===== src/rtl/wshb_arb_pkg.sv =====
// Shared types and constants for the two-master Wishbone arbiter.
// Holds the arbiter state encoding and the Wishbone idle-bus cycle-type defaults.
package wshb_arb_pkg;

    typedef enum logic [1:0] {
        IDLE = 2'd0,
        OWN0 = 2'd1,
        OWN1 = 2'd2
    } arb_state_t;

    localparam logic [2:0] WB_CTI_CLASSIC = 3'b000;
    localparam logic [1:0] WB_BTE_LINEAR  = 2'b00;

endpackage


===== src/rtl/wshb_arb_mux.sv =====
// Combinational request/response steering between two Wishbone masters and one slave.
// Ports: gnt_i selects the owner; m*_ _i master requests; s_*_o slave bus; m*_ack_o/m*_dat_sm_o responses.
module wshb_arb_mux
    import wshb_arb_pkg::*;
#(
    parameter int DATA_W = 16,
    parameter int ADR_W  = 32
) (
    input  logic [1:0]          gnt_i,
    input  logic                m0_cyc_i,
    input  logic                m0_stb_i,
    input  logic                m0_we_i,
    input  logic [ADR_W-1:0]    m0_adr_i,
    input  logic [DATA_W/8-1:0] m0_sel_i,
    input  logic [2:0]          m0_cti_i,
    input  logic [1:0]          m0_bte_i,
    input  logic [DATA_W-1:0]   m0_dat_ms_i,
    input  logic                m1_cyc_i,
    input  logic                m1_stb_i,
    input  logic                m1_we_i,
    input  logic [ADR_W-1:0]    m1_adr_i,
    input  logic [DATA_W/8-1:0] m1_sel_i,
    input  logic [2:0]          m1_cti_i,
    input  logic [1:0]          m1_bte_i,
    input  logic [DATA_W-1:0]   m1_dat_ms_i,
    input  logic                s_ack_i,
    input  logic [DATA_W-1:0]   s_dat_sm_i,
    output logic                s_cyc_o,
    output logic                s_stb_o,
    output logic                s_we_o,
    output logic [ADR_W-1:0]    s_adr_o,
    output logic [DATA_W/8-1:0] s_sel_o,
    output logic [2:0]          s_cti_o,
    output logic [1:0]          s_bte_o,
    output logic [DATA_W-1:0]   s_dat_ms_o,
    output logic                m0_ack_o,
    output logic                m1_ack_o,
    output logic [DATA_W-1:0]   m0_dat_sm_o,
    output logic [DATA_W-1:0]   m1_dat_sm_o
);

    // Read data is broadcast; only the ack qualifies it.
    assign m0_dat_sm_o = s_dat_sm_i;
    assign m1_dat_sm_o = s_dat_sm_i;

    always_comb begin
        s_cyc_o    = 1'b0;
        s_stb_o    = 1'b0;
        s_we_o     = 1'b0;
        s_adr_o    = '0;
        s_sel_o    = '0;
        s_cti_o    = WB_CTI_CLASSIC;
        s_bte_o    = WB_BTE_LINEAR;
        s_dat_ms_o = '0;
        m0_ack_o   = 1'b0;
        m1_ack_o   = 1'b0;
        unique case (1'b1)
            gnt_i[0]: begin
                s_cyc_o    = m0_cyc_i;
                s_stb_o    = m0_stb_i;
                s_we_o     = m0_we_i;
                s_adr_o    = m0_adr_i;
                s_sel_o    = m0_sel_i;
                s_cti_o    = m0_cti_i;
                s_bte_o    = m0_bte_i;
                s_dat_ms_o = m0_dat_ms_i;
                // An ack with no strobe outstanding is spurious.
                m0_ack_o   = s_ack_i & m0_stb_i;
            end
            gnt_i[1]: begin
                s_cyc_o    = m1_cyc_i;
                s_stb_o    = m1_stb_i;
                s_we_o     = m1_we_i;
                s_adr_o    = m1_adr_i;
                s_sel_o    = m1_sel_i;
                s_cti_o    = m1_cti_i;
                s_bte_o    = m1_bte_i;
                s_dat_ms_o = m1_dat_ms_i;
                m1_ack_o   = s_ack_i & m1_stb_i;
            end
            default: ;
        endcase
    end

endmodule


===== src/rtl/wshb_arbiter.sv =====
// Round-robin two-master Wishbone arbiter with a per-tenure beat quantum.
// Ports: m0_*/m1_* master buses, s_* slave bus, gnt one-hot registered grant {m1,m0}.
module wshb_arbiter
    import wshb_arb_pkg::*;
#(
    parameter int DATA_W  = 16,
    parameter int ADR_W   = 32,
    parameter int QUANTUM = 64
) (
    input  logic                clk,
    input  logic                rst_n,
    input  logic                m0_cyc,
    input  logic                m0_stb,
    input  logic                m0_we,
    input  logic [ADR_W-1:0]    m0_adr,
    input  logic [DATA_W/8-1:0] m0_sel,
    input  logic [2:0]          m0_cti,
    input  logic [1:0]          m0_bte,
    input  logic [DATA_W-1:0]   m0_dat_ms,
    output logic                m0_ack,
    output logic [DATA_W-1:0]   m0_dat_sm,
    input  logic                m1_cyc,
    input  logic                m1_stb,
    input  logic                m1_we,
    input  logic [ADR_W-1:0]    m1_adr,
    input  logic [DATA_W/8-1:0] m1_sel,
    input  logic [2:0]          m1_cti,
    input  logic [1:0]          m1_bte,
    input  logic [DATA_W-1:0]   m1_dat_ms,
    output logic                m1_ack,
    output logic [DATA_W-1:0]   m1_dat_sm,
    output logic                s_cyc,
    output logic                s_stb,
    output logic                s_we,
    output logic [ADR_W-1:0]    s_adr,
    output logic [DATA_W/8-1:0] s_sel,
    output logic [2:0]          s_cti,
    output logic [1:0]          s_bte,
    output logic [DATA_W-1:0]   s_dat_ms,
    input  logic                s_ack,
    input  logic [DATA_W-1:0]   s_dat_sm,
    output logic [1:0]          gnt
);

    localparam int CNT_W = (QUANTUM > 0) ? $clog2(QUANTUM + 1) : 1;
    localparam logic [CNT_W-1:0] QMAX =
        CNT_W'((QUANTUM > 0) ? QUANTUM - 1 : 0);

    arb_state_t       state_q, state_d;
    logic             last_q, last_d;
    logic [CNT_W-1:0] cnt_q, cnt_d;
    logic             beat;

    assign gnt  = {state_q == OWN1, state_q == OWN0};
    assign beat = s_ack & s_stb;

    always_ff @(posedge clk or negedge rst_n) begin
        if (!rst_n) begin
            state_q <= IDLE;
            last_q  <= 1'b1;
            cnt_q   <= '0;
        end else begin
            state_q <= state_d;
            last_q  <= last_d;
            cnt_q   <= cnt_d;
        end
    end

    always_comb begin
        state_d = state_q;
        last_d  = last_q;
        cnt_d   = cnt_q;
        unique case (state_q)
            IDLE: begin
                cnt_d = '0;
                if (m0_cyc && m1_cyc)
                    state_d = last_q ? OWN0 : OWN1;
                else if (m0_cyc)
                    state_d = OWN0;
                else if (m1_cyc)
                    state_d = OWN1;
            end
            OWN0: begin
                if (!m0_cyc) begin
                    // Direct handoff avoids an idle bubble.
                    state_d = m1_cyc ? OWN1 : IDLE;
                    last_d  = 1'b0;
                    cnt_d   = '0;
                end else if (beat && QUANTUM != 0) begin
                    if (cnt_q == QMAX) begin
                        // Quantum spent: yield only if contended,
                        // otherwise hold at QMAX.
                        if (m1_cyc) begin
                            state_d = OWN1;
                            last_d  = 1'b0;
                            cnt_d   = '0;
                        end
                    end else begin
                        cnt_d = cnt_q + 1'b1;
                    end
                end
            end
            OWN1: begin
                if (!m1_cyc) begin
                    state_d = m0_cyc ? OWN0 : IDLE;
                    last_d  = 1'b1;
                    cnt_d   = '0;
                end else if (beat && QUANTUM != 0) begin
                    if (cnt_q == QMAX) begin
                        if (m0_cyc) begin
                            state_d = OWN0;
                            last_d  = 1'b1;
                            cnt_d   = '0;
                        end
                    end else begin
                        cnt_d = cnt_q + 1'b1;
                    end
                end
            end
            default: begin
                state_d = IDLE;
                cnt_d   = '0;
            end
        endcase
    end

    wshb_arb_mux #(
        .DATA_W (DATA_W),
        .ADR_W  (ADR_W)
    ) u_mux (
        .gnt_i       (gnt),
        .m0_cyc_i    (m0_cyc),
        .m0_stb_i    (m0_stb),
        .m0_we_i     (m0_we),
        .m0_adr_i    (m0_adr),
        .m0_sel_i    (m0_sel),
        .m0_cti_i    (m0_cti),
        .m0_bte_i    (m0_bte),
        .m0_dat_ms_i (m0_dat_ms),
        .m1_cyc_i    (m1_cyc),
        .m1_stb_i    (m1_stb),
        .m1_we_i     (m1_we),
        .m1_adr_i    (m1_adr),
        .m1_sel_i    (m1_sel),
        .m1_cti_i    (m1_cti),
        .m1_bte_i    (m1_bte),
        .m1_dat_ms_i (m1_dat_ms),
        .s_ack_i     (s_ack),
        .s_dat_sm_i  (s_dat_sm),
        .s_cyc_o     (s_cyc),
        .s_stb_o     (s_stb),
        .s_we_o      (s_we),
        .s_adr_o     (s_adr),
        .s_sel_o     (s_sel),
        .s_cti_o     (s_cti),
        .s_bte_o     (s_bte),
        .s_dat_ms_o  (s_dat_ms),
        .m0_ack_o    (m0_ack),
        .m1_ack_o    (m1_ack),
        .m0_dat_sm_o (m0_dat_sm),
        .m1_dat_sm_o (m1_dat_sm)
    );

endmodule

===== config.mk =====
export PLATFORM = sky130hd
export DESIGN_NAME = wshb_arbiter
export DESIGN_NICKNAME = d
export VERILOG_FILES = /design/src/rtl/wshb_arb_pkg.sv /design/src/rtl/wshb_arb_mux.sv /design/src/rtl/wshb_arbiter.sv
export SDC_FILE = /design/constraint.sdc
export NUM_CORES = 1
export LEC_CHECK = 0
export BUFFER_PORTS_ARGS = -buffer_cell sky130_fd_sc_hd__buf_2
export CORE_MARGIN = 8
export CORE_UTILIZATION = 32
export DETAILED_ROUTE_END_ITERATION = 8
export GPL_ROUTABILITY_DRIVEN = 0
export GPL_TIMING_DRIVEN = 0
export MAX_ROUTING_LAYER = met4
export PLACE_DENSITY = 0.81
export REMOVE_ABC_BUFFERS = 1
export SYNTH_ARGS = -nofsm -noshare
export SYNTH_HDL_FRONTEND = slang
export SYNTH_SLANG_ARGS = --single-unit

===== constraint.sdc =====
create_clock -name clk -period 2.3 [get_ports clk]
set_input_delay 0.115 -clock clk [delete_from_list [all_inputs] [get_ports clk]]
set_output_delay 0.115 -clock clk [all_outputs]
set_load 0.05 [all_outputs]

==> impl_metrics.py, run 1 <==
metrics = {
    "floorplan": {
        "dieArea_um2": 8145,
        "io_pins": 229,
        "start_util_pct": 32.64,
        "die_x_um": 90.25,
        "coreArea_um2": 5405,
        "placementRows": 27,
        "die_h_um": 90.25,
    },
    "timing": {
        "setup_slack_ns": 0.1649,
        "setup_viol": 0,
        "hold_viol": 0,
        "hold_ws_ns": 0.2321,
        "fin_skew_ns": 0.0003227,
        "min_period_ns": 2.135,
        "min_period_over_period_pct": 92.83,
        "slew_headroom_pct": 72.83,
        "rsz0062_at_grt": "no",
        "worst_slew_pin_slew_ns": 0.4076,
        "slew_viol_final": 0,
        "fmax_ghz": 0.4684,
    },
    "cells_and_area": {
        "finish.utilization_pct": 47.36,
        "nets": 525,
        "final_area_um2": 2560,
        "areaGrowthSynthToFinish_pct": 45.11,
        "multi_input_area_um2": 1181,
        "drive_gt1_share_pct": 51.17,
        "final_cells": 455,
        "regArea_um2": 251.5,
        "fill_cells": 573,
        "n_antenna_cell": 0,
    },
    "clock_network": {
        "insertion_delay_ns": 0.23,
        "cts_max_level": 1,
        "cts_buffers": 3,
        "clock-sinks": 10,
        "cts_tree": "built",
        "clock_path_buffers": 2,
        "clockRootBuffer": "clkbuf_8",
        "clk_pin_slew_ns": 0.05,
    },
    "synth": {
        "synth_area_um2": 1764,
        "synth_edf_count": 0,
        "async_reset_ff_share_pct": 100.0,
        "synthTopCellsByArea": "a22oi_1 25%, buf_4 14%, dfrtp_1 13%, nor2_1 13%, ha_1 4.3%",
        "synthDistinctLibCells": 40,
        "yosys.area.top_type_share_pct": 25.11,
        "synth-seq-cells": 10,
        "synth.most_common_cell": "nor2_1",
        "syn_area_per_cell_um2": 7.057,
        "synthCells": 250,
        "synth_largest_area_cell": "a22oi_1",
        "synth_common_cells": "60 x nor2_1, 59 x a22oi_1, 33 x buf_4, 11 x clkbuf_1, 9 x dfrtp_1",
        "synth-warning-count": 0,
        "ys.flop_type": "dfrtp_1",
        "synth_sequential_area_ratio_pct": 14.26,
    },
    "routing": {
        "drc": 0,
        "num_vias": 2423,
        "dr.pass1.iters": 4,
        "drt_iter0_drc": 103,
        "viasPerCell": 5.325,
        "wire_per_inst_um": 23.90,
        "wl_mm": 10.88,
        "antenna_left": 0,
    },
    "placement": {
        "pre_cts_ws_ns": -0.02362,
        "placed_area_um2": 2462,
        "io_buffers": 180,
        "post-dp-hpwl_mm": 9.383,
        "place_inst": 449,
    },
    "global_route": {
        "antenna_found_initial": 0,
        "grt_use_total_pct": 25.56,
        "grt_max_degree": 59,
        "grt_pass1_vias": 2292,
        "grt_pass1_wl_mm": 15.28,
        "grt.overflow.total": 0,
    },
    "setup_path": {
        "path_class": "reg -> reg",
        "cp_top_family": "compound AO/OA/AOI/OAI gates",
        "worst-path-buf-inv": 2,
        "slowest_delay_ns": 0.44,
        "startpoint_type": "register",
        "worst_ep_arrival_time_ns": 2.25,
        "cp.required_ns": 2.42,
        "crit_path_max_fanout": 43,
        "cpMaxStageDelayCell": "dfrtp_1",
        "critPathCaptureType": "register",
        "crit_chain": "inv_1 > ha_4 > buf_12 > a22o_4 > nand3_2 > a22o_1 > a211o_1",
    },
    "pwr": {
        "vdd_ir_drop_max_v": 0.0007325,
        "power.leakage_uw": 0.001472,
        "power.density_nw_per_um2": 1483,
    },
    "hold_path": {
        "hp-class": "in -> out",
    },
    "outcome": {
        "status": "finished clean",
    },
    "flow_run": {
        "maxCapViolations": 0,
    },
}
## worst register-to-register path, delay by kind of cell, from the launching register on
family | cells | cell delay (ns)
DFF | 1 | 0.44
adders and majority gates | 1 | 0.25
AOI/OAI and AO/OA | 3 | 0.81
buffers and inverters | 2 | 0.39
and+or+nand+nor | 1 | 0.14
## cell usage in the layout, fill, tap and decap left out, types with 4 or more instances in the layout
master,Yosys,layout
a22oi_1,59,59
and3_1,5,5
buf_2,6,180
clkbuf_8,0,4
dfrtp_1,9,9
ha_1,6,4
inv_1,5,4
nand3_1,4,4
nor2_1,60,60
## timing repair
action                                 CTS  global route
cloned                                   0             0
endpoints found under the hold margin   10             0
hold buffers                             1             0
setup buffers                            0             1
resized for setup                        2             2
setup endpoints to repair               44            39
## cell families after synthesis
logic type / share of synthesized area [%]
fa+ha+maj: 4.255
buf+inv: 20.21
compound gates: 35.67
mux: 0.5674
flops: 14.26
simple gates: 25.04
## stage by stage
step | power, uW | setup TNS (ns)
2_1_floorplan | 2635 | -53.75
3_3_place_gp | 3443 | -48.53
3_5_place_dp | 3525 | -0.05497
4_1_cts | 3792 | 0
5_1_grt | 4021 | 0
6_report | 3796 | 0
## registers in the layout (all words and copies together) (netlist names)
name     count
last_q       1
state_q      2
cnt_q        7
## worst paths after layout
| kind | depth (start not counted) | endpoint | slack (ns) | from |
|---|---|---|---|---|
| worst max-delay path | 7 | cnt_q[5] | 0.16 | state_q[1] |
| max in group asynchronous | 2 | last_q | 1.77 | rst_n |
| min in group asynchronous | 2 | cnt_q[0] | 0.27 | rst_n |
| worst min-delay path | 0 | m1_dat_sm[5] | 0.23 | s_dat_sm[5] |
| worst min register to register | 1 | cnt_q[6] | 0.53 | cnt_q[6] |
| worst max register to register | 7 | cnt_q[5] | 0.16 | state_q[1] |
## cell type report
class | instances | share of cell area, %
clock buffer | 4 | 2.151
sequential | 10 | 9.824
tap | 72 | 3.519
timing repair buffer | 184 | 37.44
inverter | 5 | 0.9286
multi-input combinational | 180 | 46.14
## power breakdown
group          internal (uW)  switching, uW  leakage (uW)
clock network            151           75.2     0.0000288
logic                    837           2490       0.00131
registers                209           33.0      0.000134
total                   1200           2600       0.00147
## per-layer routing
metal	track usage (%)	share of wire, %	routed length, um
met5	-	0	0
met4	8.738	5.2	567
met3	12.80	12	1293
met2	45.09	50	5468
met1	23.43	33	3546
Power figures use the tool's default switching activity.
==> run 2: changes to the inputs <==
Settings changed: CORE_UTILIZATION 32 to 31, GPL_TIMING_DRIVEN 0 to default, PLACE_DENSITY 0.81 to 0.82, SYNTH_HIERARCHICAL from default to 1.
==> impl_metrics.py, run 2 <==
metrics = {
    "outcome": {
        "status": "finished clean",
    },
    "timing": {
        "fin_skew_ns": 0.005436,
        "min_period_over_period_pct": 93.64,
        "rsz0062_at_grt": "no",
        "setup_slack_ns": 0.1463,
        "min_period_ns": 2.154,
        "slew_headroom_pct": 61.56,
        "hold_viol": 0,
        "slew_viol_final": 0,
        "worst_slew_pin_slew_ns": 0.5766,
        "setup_viol": 0,
        "fmax_ghz": 0.4643,
    },
    "floorplan": {
        "io_pins": 229,
        "placementRows": 26,
        "dieArea_um2": 7816,
        "coreArea_um2": 5075,
        "start_util_pct": 32.03,
        "die_x_um": 88.41,
        "die_h_um": 88.41,
    },
    "cells_and_area": {
        "top_regs": "cnt_q x7, state_q x2, last_q x1",
        "nets": 466,
        "largest_register_ffs": 7,
        "final_common_cell": "buf_2",
        "final_area_um2": 2350,
        "final_cells": 395,
        "regMostFlops": "cnt_q",
        "areaGrowthSynthToFinish_pct": 44.57,
        "mostFrequentLayoutCells": "180 x buf_2, 59 x a22o_1, 9 x a21oi_1, 9 x dfrtp_1, 7 x nand2_1",
        "drive_gt1_share_pct": 60.92,
        "n_antenna_cell": 0,
    },
    "placement": {
        "io_buffers": 180,
        "place_inst": 390,
        "pre_cts_ws_ns": 0.2908,
        "post-dp-hpwl_mm": 7.167,
        "placed_area_um2": 2285,
    },
    "synth": {
        "synth_largest_area_cell": "a22o_1",
        "synth_area_um2": 1625,
        "synth-warning-count": 6,
        "yosys.area.top_type_share_pct": 31.79,
        "synthCells": 185,
        "ys.flop_type": "dfrtp_1",
        "synthDistinctLibCells": 37,
        "synth.most_common_cell": "a22o_1",
        "syn_area_per_cell_um2": 8.785,
        "synthTopCellsByArea": "a22o_1 32%, buf_4 16%, dfrtp_1 14%, ha_1 3.8%, buf_6 3.5%",
        "synth_sequential_area_ratio_pct": 15.47,
        "synth_common_cells": "59 x a22o_1, 34 x buf_4, 9 x a21oi_1, 9 x buf_2, 9 x dfrtp_1",
        "async_reset_ff_share_pct": 100.0,
        "synth-seq-cells": 10,
        "synth_edf_count": 0,
    },
    "global_route": {
        "grt_use_total_pct": 19.76,
        "grt_pass1_vias": 2092,
        "grt_max_degree": 62,
        "grt.overflow.total": 0,
        "grt_pass1_wl_mm": 11.58,
        "antenna_found_initial": 0,
    },
    "pwr": {
        "vdd_ir_drop_max_v": 0.001225,
        "power.leakage_uw": 0.001388,
        "power_uw": 3800,
        "power.density_nw_per_um2": 1617,
    },
    "routing": {
        "viasPerCell": 5.311,
        "antenna_left": 0,
        "num_vias": 2098,
        "dr.pass1.iters": 4,
        "wire_per_inst_um": 21.51,
        "wl_mm": 8.495,
        "drc": 0,
        "drt_iter0_drc": 70,
    },
    "setup_path": {
        "path_class": "reg -> out",
        "worst-path-buf-inv": 3,
        "path_depth": 5,
        "slowest_delay_ns": 0.51,
        "critPathCaptureType": "output pin",
        "cp_top_family": "buffers and inverters",
        "rr_worst_depth": 6,
        "cpMaxStageDelayCell": "buf_4",
        "worst_ep_arrival_time_ns": 2.04,
        "cp.required_ns": 2.18,
        "startpoint_type": "register",
        "crit_chain": "inv_1 > ha_2 > buf_4 > a22o_1 > buf_2",
        "crit_path_max_fanout": 61,
    },
    "clock_network": {
        "cts_tree": "built",
        "cts_buffers": 3,
        "clock_path_buffers": 2,
        "clockRootBuffer": "clkbuf_8",
        "insertion_delay_ns": 0.24,
        "cts_resized": 0,
        "clock-sinks": 10,
        "post_cts_buffers": 0,
        "clk_pin_slew_ns": 0.04,
        "cts_max_level": 1,
    },
    "flow_run": {
        "maxCapViolations": 0,
    },
    "hold_path": {
        "hold_depth": 2,
        "hp-class": "in -> reg",
    },
}
-- run 2: cell type report --
cell class | count | area (um^2)
fill | 509 | 2725
multi-input combinational | 122 | 1003
timing repair buffer | 184 | 933.4
sequential | 10 | 251.5
tap | 70 | 87.58
clock buffer | 4 | 55.05
inverter | 5 | 18.77
-- run 2: repair_timing --
| action | in CTS | in global routing |
|---|---|---|
| setup endpoints to repair | 0 | 0 |
| hold buffers | 1 | 0 |
| endpoints found under the hold margin | 10 | 0 |
-- run 2: per-stage QoR --
stage                     utilization (%)  hold WS (ns)  TNS [ns]
after global routing                46.30        0.2112         0
after CTS                           46.30        0.1844         0
after global placement              45.02      -0.01288         0
final                               46.30        0.1854         0
after floorplan                         -       -0.1806    -37.16
after detailed placement            45.02      -0.01350         0
-- run 2: kinds of logic after synthesis --
kind of cell / Yosys count / synth area share (%)
compound gates: 82 / 42.26
fa+ha+maj: 5 / 3.849
buf+inv: 53 / 23.09
flops: 10 / 15.47
mux: 4 / 3.156
simple gates: 31 / 12.16
-- run 2: path summary, 6_finish.rpt --
path	slack, ns	startpoint	end
max in group asynchronous	1.78	rst_n	last_q
worst min-delay path	0.19	m1_cyc	last_q
min in group asynchronous	0.26	rst_n	cnt_q[0]
worst max register to register	0.29	state_q[0]	state_q[0]
worst max-delay path	0.15	state_q[1]	s_dat_ms[8]
worst min register to register	0.50	last_q	last_q
-- run 2: power by group --
group          total [uW]  internal, uW  switching, uW
registers             249           215           34.0
clock network         221           151           70.1
logic                3330           860           2470
-- run 2: metal layers --
layer,global-route usage (%),part of all wire (%),up-vias
met5,-,0,-
met4,5.069,1.7,0
met3,10.58,16,16
met2,28.24,45,149
met1,23.45,38,965
li1,-,-,968
-- run 2: worst reg2reg max path: stages, from the launching register on --
cell     delay, ns
dfrtp_1       0.41
inv_1         0.11
ha_2          0.22
a22o_1        0.19
nand2_1       0.16
o41ai_2       0.44
mux2_1        0.36
